[config.mk]
export PLATFORM = sky130hd
export DESIGN_NAME = imem_program_loader
export DESIGN_NICKNAME = d
export VERILOG_FILES = /design/src/rtl/imem_program_loader.sv
export SDC_FILE = /design/constraint.sdc
export NUM_CORES = 1
export LEC_CHECK = 0
export BUFFER_PORTS_ARGS = -buffer_cell sky130_fd_sc_hd__clkbuf_2
export CORE_ASPECT_RATIO = 0.6
export CORE_UTILIZATION = 56
export DETAILED_ROUTE_END_ITERATION = 6
export PLACE_DENSITY_LB_ADDON = 0.08
export REMOVE_ABC_BUFFERS = 1
export SLEW_MARGIN = 10
export SYNTH_ARGS = -nofsm -noshare
export SYNTH_HDL_FRONTEND = slang
export SYNTH_SLANG_ARGS = --single-unit
[constraint.sdc]
create_clock -name clock -period 2.9 [get_ports clock]
set_input_delay 0.725 -clock clock [delete_from_list [all_inputs] [get_ports clock]]
set_output_delay 0.725 -clock clock [all_outputs]
set_load 0.01 [all_outputs]
[src/rtl/imem_program_loader.sv]
// Byte-stream boot loader: assembles big-endian 16-bit words and writes them into instruction memory.
// Optional trailing checksum byte when LOADER_CHECKSUM_EN is defined.
module imem_program_loader #(
    parameter logic [15:0] BASE_ADDR = 16'h0000,
    parameter logic [15:0] ADDR_STEP = 16'd4,
    parameter int unsigned MAX_WORDS = 256
) (
    input  logic        clock,
    input  logic        reset,
    input  logic        start,
    input  logic [7:0]  byte_in,
    input  logic        byte_valid,
    output logic        byte_ready,
    output logic        mem_we,
    output logic [15:0] mem_addr,
    output logic [15:0] mem_wdata,
    output logic        busy,
    output logic        done,
    output logic        error,
    output logic        cpu_hold,
    output logic [3:0]  dbg_state_o
);

    typedef enum logic [3:0] {
        IDLE    = 4'd0,
        LEN_HI  = 4'd1,
        LEN_LO  = 4'd2,
        DATA_HI = 4'd3,
        DATA_LO = 4'd4,
        WRITE   = 4'd5,
        DONE    = 4'd7,
`ifdef LOADER_CHECKSUM_EN
        CHK     = 4'd6,
`endif
        ERR     = 4'd8
    } state_t;

    localparam logic [16:0] MAX_W = 17'(MAX_WORDS);

    state_t      state_q, state_d;
    state_t      fin_state;
    logic [15:0] count_q, count_d;
    logic [7:0]  len_hi_q, len_hi_d;
    logic [7:0]  hi_q, hi_d;
    logic [15:0] addr_q, addr_d;
    logic [15:0] wdata_q, wdata_d;
    logic        busy_q, busy_d;
    logic        xfer;
    logic [15:0] len_word;
`ifdef LOADER_CHECKSUM_EN
    logic [7:0]  sum_q, sum_d;
`endif

    // Handshake: a byte moves on every rising edge where byte_valid && byte_ready;
    // byte_ready depends only on state, never on byte_valid.
    always_comb begin
        byte_ready = 1'b0;
        unique case (state_q)
            LEN_HI, LEN_LO, DATA_HI, DATA_LO: byte_ready = 1'b1;
`ifdef LOADER_CHECKSUM_EN
            CHK:                              byte_ready = 1'b1;
`endif
            default:                          byte_ready = 1'b0;
        endcase
    end

    assign xfer     = byte_valid & byte_ready;
    assign len_word = {len_hi_q, byte_in};

`ifdef LOADER_CHECKSUM_EN
    assign fin_state = CHK;
`else
    assign fin_state = DONE;
`endif

    always_comb begin
        state_d  = state_q;
        count_d  = count_q;
        len_hi_d = len_hi_q;
        hi_d     = hi_q;
        addr_d   = addr_q;
        wdata_d  = wdata_q;
`ifdef LOADER_CHECKSUM_EN
        sum_d    = sum_q;
`endif
        unique case (state_q)
            IDLE, DONE, ERR: begin
                if (start) begin
                    state_d = LEN_HI;
                    addr_d  = BASE_ADDR;
`ifdef LOADER_CHECKSUM_EN
                    sum_d   = 8'h00;
`endif
                end
            end
            LEN_HI: begin
                if (xfer) begin
                    len_hi_d = byte_in;
                    state_d  = LEN_LO;
                end
            end
            LEN_LO: begin
                if (xfer) begin
                    count_d = len_word;
                    if (len_word == 16'd0) begin
                        state_d = fin_state;
                    end else if ({1'b0, len_word} > MAX_W) begin
                        state_d = ERR;
                    end else begin
                        state_d = DATA_HI;
                    end
                end
            end
            DATA_HI: begin
                if (xfer) begin
                    hi_d    = byte_in;
                    state_d = DATA_LO;
`ifdef LOADER_CHECKSUM_EN
                    sum_d   = sum_q + byte_in;
`endif
                end
            end
            DATA_LO: begin
                if (xfer) begin
                    wdata_d = {hi_q, byte_in};
                    state_d = WRITE;
`ifdef LOADER_CHECKSUM_EN
                    sum_d   = sum_q + byte_in;
`endif
                end
            end
            WRITE: begin
                // Address advances only after the strobe cycle, so it is stable while mem_we=1.
                addr_d  = addr_q + ADDR_STEP;
                count_d = count_q - 16'd1;
                state_d = (count_q == 16'd1) ? fin_state : DATA_HI;
            end
`ifdef LOADER_CHECKSUM_EN
            CHK: begin
                if (xfer) begin
                    state_d = ((sum_q + byte_in) == 8'h00) ? DONE : ERR;
                end
            end
`endif
            default: state_d = IDLE;
        endcase
    end

    assign busy_d = !((state_d == IDLE) || (state_d == DONE) || (state_d == ERR));

    always_ff @(posedge clock or posedge reset) begin
        if (reset) begin
            state_q  <= IDLE;
            count_q  <= 16'd0;
            len_hi_q <= 8'h00;
            hi_q     <= 8'h00;
            addr_q   <= BASE_ADDR;
            wdata_q  <= 16'h0000;
            busy_q   <= 1'b0;
`ifdef LOADER_CHECKSUM_EN
            sum_q    <= 8'h00;
`endif
        end else begin
            state_q  <= state_d;
            count_q  <= count_d;
            len_hi_q <= len_hi_d;
            hi_q     <= hi_d;
            addr_q   <= addr_d;
            wdata_q  <= wdata_d;
            busy_q   <= busy_d;
`ifdef LOADER_CHECKSUM_EN
            sum_q    <= sum_d;
`endif
        end
    end

    assign mem_we      = (state_q == WRITE);
    assign mem_addr    = addr_q;
    assign mem_wdata   = wdata_q;
    assign busy        = busy_q;
    assign done        = (state_q == DONE);
    assign error       = (state_q == ERR);
    assign cpu_hold    = (state_q != DONE);
    assign dbg_state_o = state_q;

endmodule

Yosys cells after proc, flatten, opt, wreduce, memory -nomap -nowiden
Index checks and enable logic that the tools add are counted.
- bits of input ports: 12
- output and inout bits: 42
- logic and storage cells: 53
- register bits after elaboration: 69
- mux-type cells: 14
- equality and inequality tests: 13
- magnitude comparators: 1
- bitwise gates (word level): 1
- reduce and logical (&&, ||, !) cells: 15
- add/sub/neg operators: 2
- operator list (operator ; count):
    case mux 16 bit (2 select lines) ; 2
    two-way mux 16 bit ; 2
    two-way mux 4 bit ; 7
    case mux 4 bit (6 select lines) ; 1
    adder 16 x 3 -> 16 bit (second input constant) ; 1
    == test 16 x 1 -> 1 bit (second input constant) ; 1
    == test 4 x 3 -> 1 bit (second input constant) ; 4
    > comparator 16 x 9 -> 1 bit (second input constant) ; 1
    logical NOT 16 bit ; 1
    subtractor 16 x 1 -> 16 bit (second input constant) ; 1
    AND reduction 2 bit ; 5
    == test 4 x 2 -> 1 bit (second input constant) ; 2
    == test 4 bit (second input constant) ; 2
    logical NOT 4 bit ; 2
    == test 4 x 1 -> 1 bit (second input constant) ; 1
    inequality test 2 bit (second input constant) ; 2
    inequality test 4 x 3 -> 1 bit (second input constant) ; 1
    nonzero test 2 bit ; 2
    OR reduction 4 bit ; 1
    two-way mux 3 bit ; 1
    OR reduction 3 bit ; 1
    logical OR 1 bit ; 2
    AND 1 bit ; 1
    logical NOT 1 bit ; 1
    two-way mux 1 bit ; 1

Longest topological paths before layout
- word-level depth: 10
- gate-level depth with buffers: 7
- gate-level depth less buffers: 6

Worst setup path before layout
Ideal clock, no wire load.
- path kind: input -> register
- start point: input byte_valid
- end point: register len_hi_q[0]
- data required time: 2775 ps
- arrival: 2021 ps
- setup slack: 754 ps
- buffers on the path: 1
- cell stages on the path: 4
- library setup time: 125 ps
- cell sequence: buf_2 -> nor2b_1 -> nor4b_2 -> mux2_2
- cells in the longest elaborated chain, start to end: 2
- RTL lines (element ; line ; RTL):
    start: declaration ; 12 ; input logic byte_valid,
    AND 1 bit ; 67 ; assign xfer = byte_valid & byte_ready;
    AND reduction 2 bit (no source line) ; -- ;
    end signal: assignment ; 166 ; len_hi_q <= len_hi_d;
    end: declaration ; 43 ; logic [7:0] len_hi_q, len_hi_d;
Every way passes these cells.
A chain may end at the register's enable or synchronous reset.

Worst setup path in the final report
- start point: register state_q[0] (netlist: dbg_state_o[0])
- end point: output error
- cells in the longest elaborated chain, start to end: 1
- RTL lines (element ; line ; RTL):
    start: declaration ; 40 ; state_t state_q, state_d;
    start signal: assignment ; 164 ; state_q <= state_d;
    == test 4 bit ; 182 ; assign error = (state_q == ERR);
    end: declaration ; 19 ; output logic error,
Every way passes these cells.

==> impl_metrics.tcl <==
set metrics [dict create \
    insertion_delay_ns 0.35 \
    path_cells "nor3_1 -> nand2_1 -> inv_1 -> clkbuf_2" \
    drv_slew 0 \
    synth_seq_cells 67 \
    final_common_cell "dfrtp_1" \
    route.vias.total 2645 \
    total_power_mw 3.60 \
    cp_max_fo 12 \
    drc_errors 0 \
    rr_startpoint "dbg_state_o[3]$_DFF_PP0_" \
    final_core_util_pct 69.5 \
    layout_setup_ws_ns 0.373 \
    grt_max_degree 68 \
    ff2ff_path_depth 5 \
    drt_iter0_markers 239 \
    worst_path_max_delay_cell "nor3_1" \
    grt_overflow 0 \
    setup_tns_ns 0 \
    firstDrtPassIters 5 \
    drive_gt1_share_pct 32.4 \
    status "finished clean" \
    hold_path.class "in -> async" \
    max_slew.worst_pin.slew_ns 0.610 \
    cp.required_ns 2.17 \
    seq_area_sq_mm 0.00168 \
    layout.nets 384 \
    core_area_sq_mm 0.00562 \
    fin_crit_sh_pct 87.1 \
    synth_edf_count 0 \
    fmax_ghz 0.396 \
    ys_seq_area_share_pct 50.9 \
    netlist-cell-type-count 55 \
    first_global_vias 2206 \
    final.min_clock_period_ns 2.53 \
    area_growth_pct 18.5 \
    dp.cells 438 \
    clockBufferDepth 2 \
    power_density_mw_per_mm2 922 \
    portBuffers 51 \
    r2r_end "count_q[9]$_DFFE_PP0P_" \
    grt_pass1_wl_mm 11.5 \
    synth_ff_type "dfrtp_1" \
    cap_violations 0 \
    critPathKind "reg -> out" \
    die_w_microns 101 \
    drt-wirelength-per-cell_microns 15.9 \
    final_cell_mix "67 x dfrtp_1, 51 x clkbuf_2, 32 x mux2_2" \
    routed_via_density 5.83 \
    h-tree-depth 3 \
    ir_drop_uv 611 \
    ys_warn_count 0 \
    stdcell_count 454 \
    fp.dieH_microns 61.4 \
    initial_core_util_pct 58.6 \
    rows 21 \
    postSynthCellCount 311 \
    rrSetupSlack_ns 0.76 \
    cts.sink_count 67 \
    postRouteWirelength_mm 7.20 \
    start_kind "register" \
    post_cts_buffers 0 \
    path_clk_slew_ns 0.07 \
    grt_antenna_before_repair 0 \
    ant_nets 0 \
    diodes 0 \
    synth.cell_area_sq_mm 0.00330 \
    cts_hold_buf 0 \
    multiInputGateArea_sq_mm 0.00153 \
    crit_start "dbg_state_o[0]$_DFF_PP0_" \
    dpl.hpwl_mm 5.06 \
    dp_slack_ns 0.728 \
    hold_violations 0 \
    finalClockSkew_ns 0.00740 \
    arrival_ns 1.80 \
    cts_resized 0 \
    cts_tree "built" \
    crit_end "error" \
    cts_buffers 9 \
    gp_congestion 0.874 \
    maxSlewHeadroom_pct 59.0 \
    setup_viol 0 \
    io_pins 54 \
    die_area_sq_mm 0.00621 \
    power_leakage_nw 1.79 \
    rsz0062_at_grt "no" \
    syn_avg_cell_area_sq_um 10.6 \
    final.fill_count 445 \
    setup.worst_path.end_class "output port" \
    root_buffer "clkbuf_8" \
    critical-path-max-stage-delay_ns 0.58 \
    async_flop_share_pct 100 \
    grt.total_usage_pct 25.6 \
]
[state kept, by name (all words and copies together) (netlist names)]
name / cells
mem_addr: 14
hi_q: 8
dbg_state_o: 4
count_q: 16
mem_wdata: 16
len_hi_q: 8
busy: 1
[per-stage QoR]
stage	hold slack [ns]	area, sq um
after floorplan	0.449	3240
after global placement	0.458	3670
after detailed placement	0.477	3670
after CTS	0.431	3910
after global routing	0.457	3910
final	0.411	3910
[logic make-up (layout without fill, tap and decap cells)]
kind of cell	count (synthesis)	after routing	share of synthesized area, %
compound gates	60	60	12.0
xor+xnor	3	3	0.797
fa+ha+maj	3	3	1.14
buf+inv	22	84	2.89
flops	67	67	50.9
mux	36	36	12.1
other cells	1	2	0.114
simple gates	119	119	20.0
[critical path: cells and delay by family, from the launching register on]
family | cells | cell delay (ns)
AND/OR/NAND/NOR | 2 | 0.74
flip-flops | 1 | 0.52
buffers and inverters | 2 | 0.20
[cell usage after synthesis, types with 2 or more instances]
library cell,number,area (sq um)
or3_1,2,12.5
o211ai_1,4,30.0
buf_2,4,20.0
xor2_1,2,17.5
buf_4,2,15.0
o21ai_0,14,70.1
ha_1,3,37.5
o311ai_0,4,35.0
or2_2,2,12.5
nor4_2,2,25.0
inv_1,9,33.8
nand2_1,28,105
dfrtp_1,67,1680
nand4_1,3,18.8
a221o_1,2,20.0
nand4b_1,2,17.5
nand3_1,16,80.1
nor3_1,9,45.0
o311a_1,2,20.0
mux2_2,32,360
and2_1,3,18.8
o22ai_1,3,18.8
a211oi_1,5,37.5
o21ai_1,2,10.0
a311oi_1,2,17.5
nor4b_2,2,30.0
nor4_1,8,50.1
mux2i_1,4,40.0
nor2b_1,3,18.8
nor2_1,26,97.6
a21oi_1,14,70.1
clkbuf_1,7,26.3
[how the worst min path moves through the flow]
stage / from / endpoint / slack (ns) / cells past startpoint
2_1_floorplan: count_q[14]$_DFFE_PP0P_ / count_q[14]$_DFFE_PP0P_ / 0.45 / 1
3_3_place_gp: mem_addr[15]$_DFFE_PP0P_ / mem_addr[15]$_DFFE_PP0P_ / 0.46 / 1
3_5_place_dp: mem_addr[15]$_DFFE_PP0P_ / mem_addr[15]$_DFFE_PP0P_ / 0.48 / 1
4_1_cts: reset / mem_wdata[11]$_DFFE_PP0P_ / 0.43 / 3
5_1_grt: reset / mem_wdata[11]$_DFFE_PP0P_ / 0.46 / 3
6_report: reset / mem_wdata[11]$_DFFE_PP0P_ / 0.41 / 3
[layer usage]
metal  part of all wire, %  up-vias  track usage (%)
li1                      -     1269                -
met1                    54     1290             40.9
met2                    40       73             33.3
met3                   5.1       13             6.47
met4                   1.6        0             8.70
met5                     0        -                0
[power breakdown]
part / switching, mW / internal (mW)
sequential: 0.335 / 1.26
clock: 0.350 / 0.569
combinational: 0.552 / 0.536
[final cells by class]
class,instances,area share [%]
Timing Repair Buffer,59,8.39
Inverter,9,0.865
Clock buffer,9,3.17
Multi-Input combinational cell,223,39.1
Tap cell,80,2.56
Sequential cell,67,42.9
Clock inverter,7,2.98
Note: power is estimated with default switching activity, not from simulation.
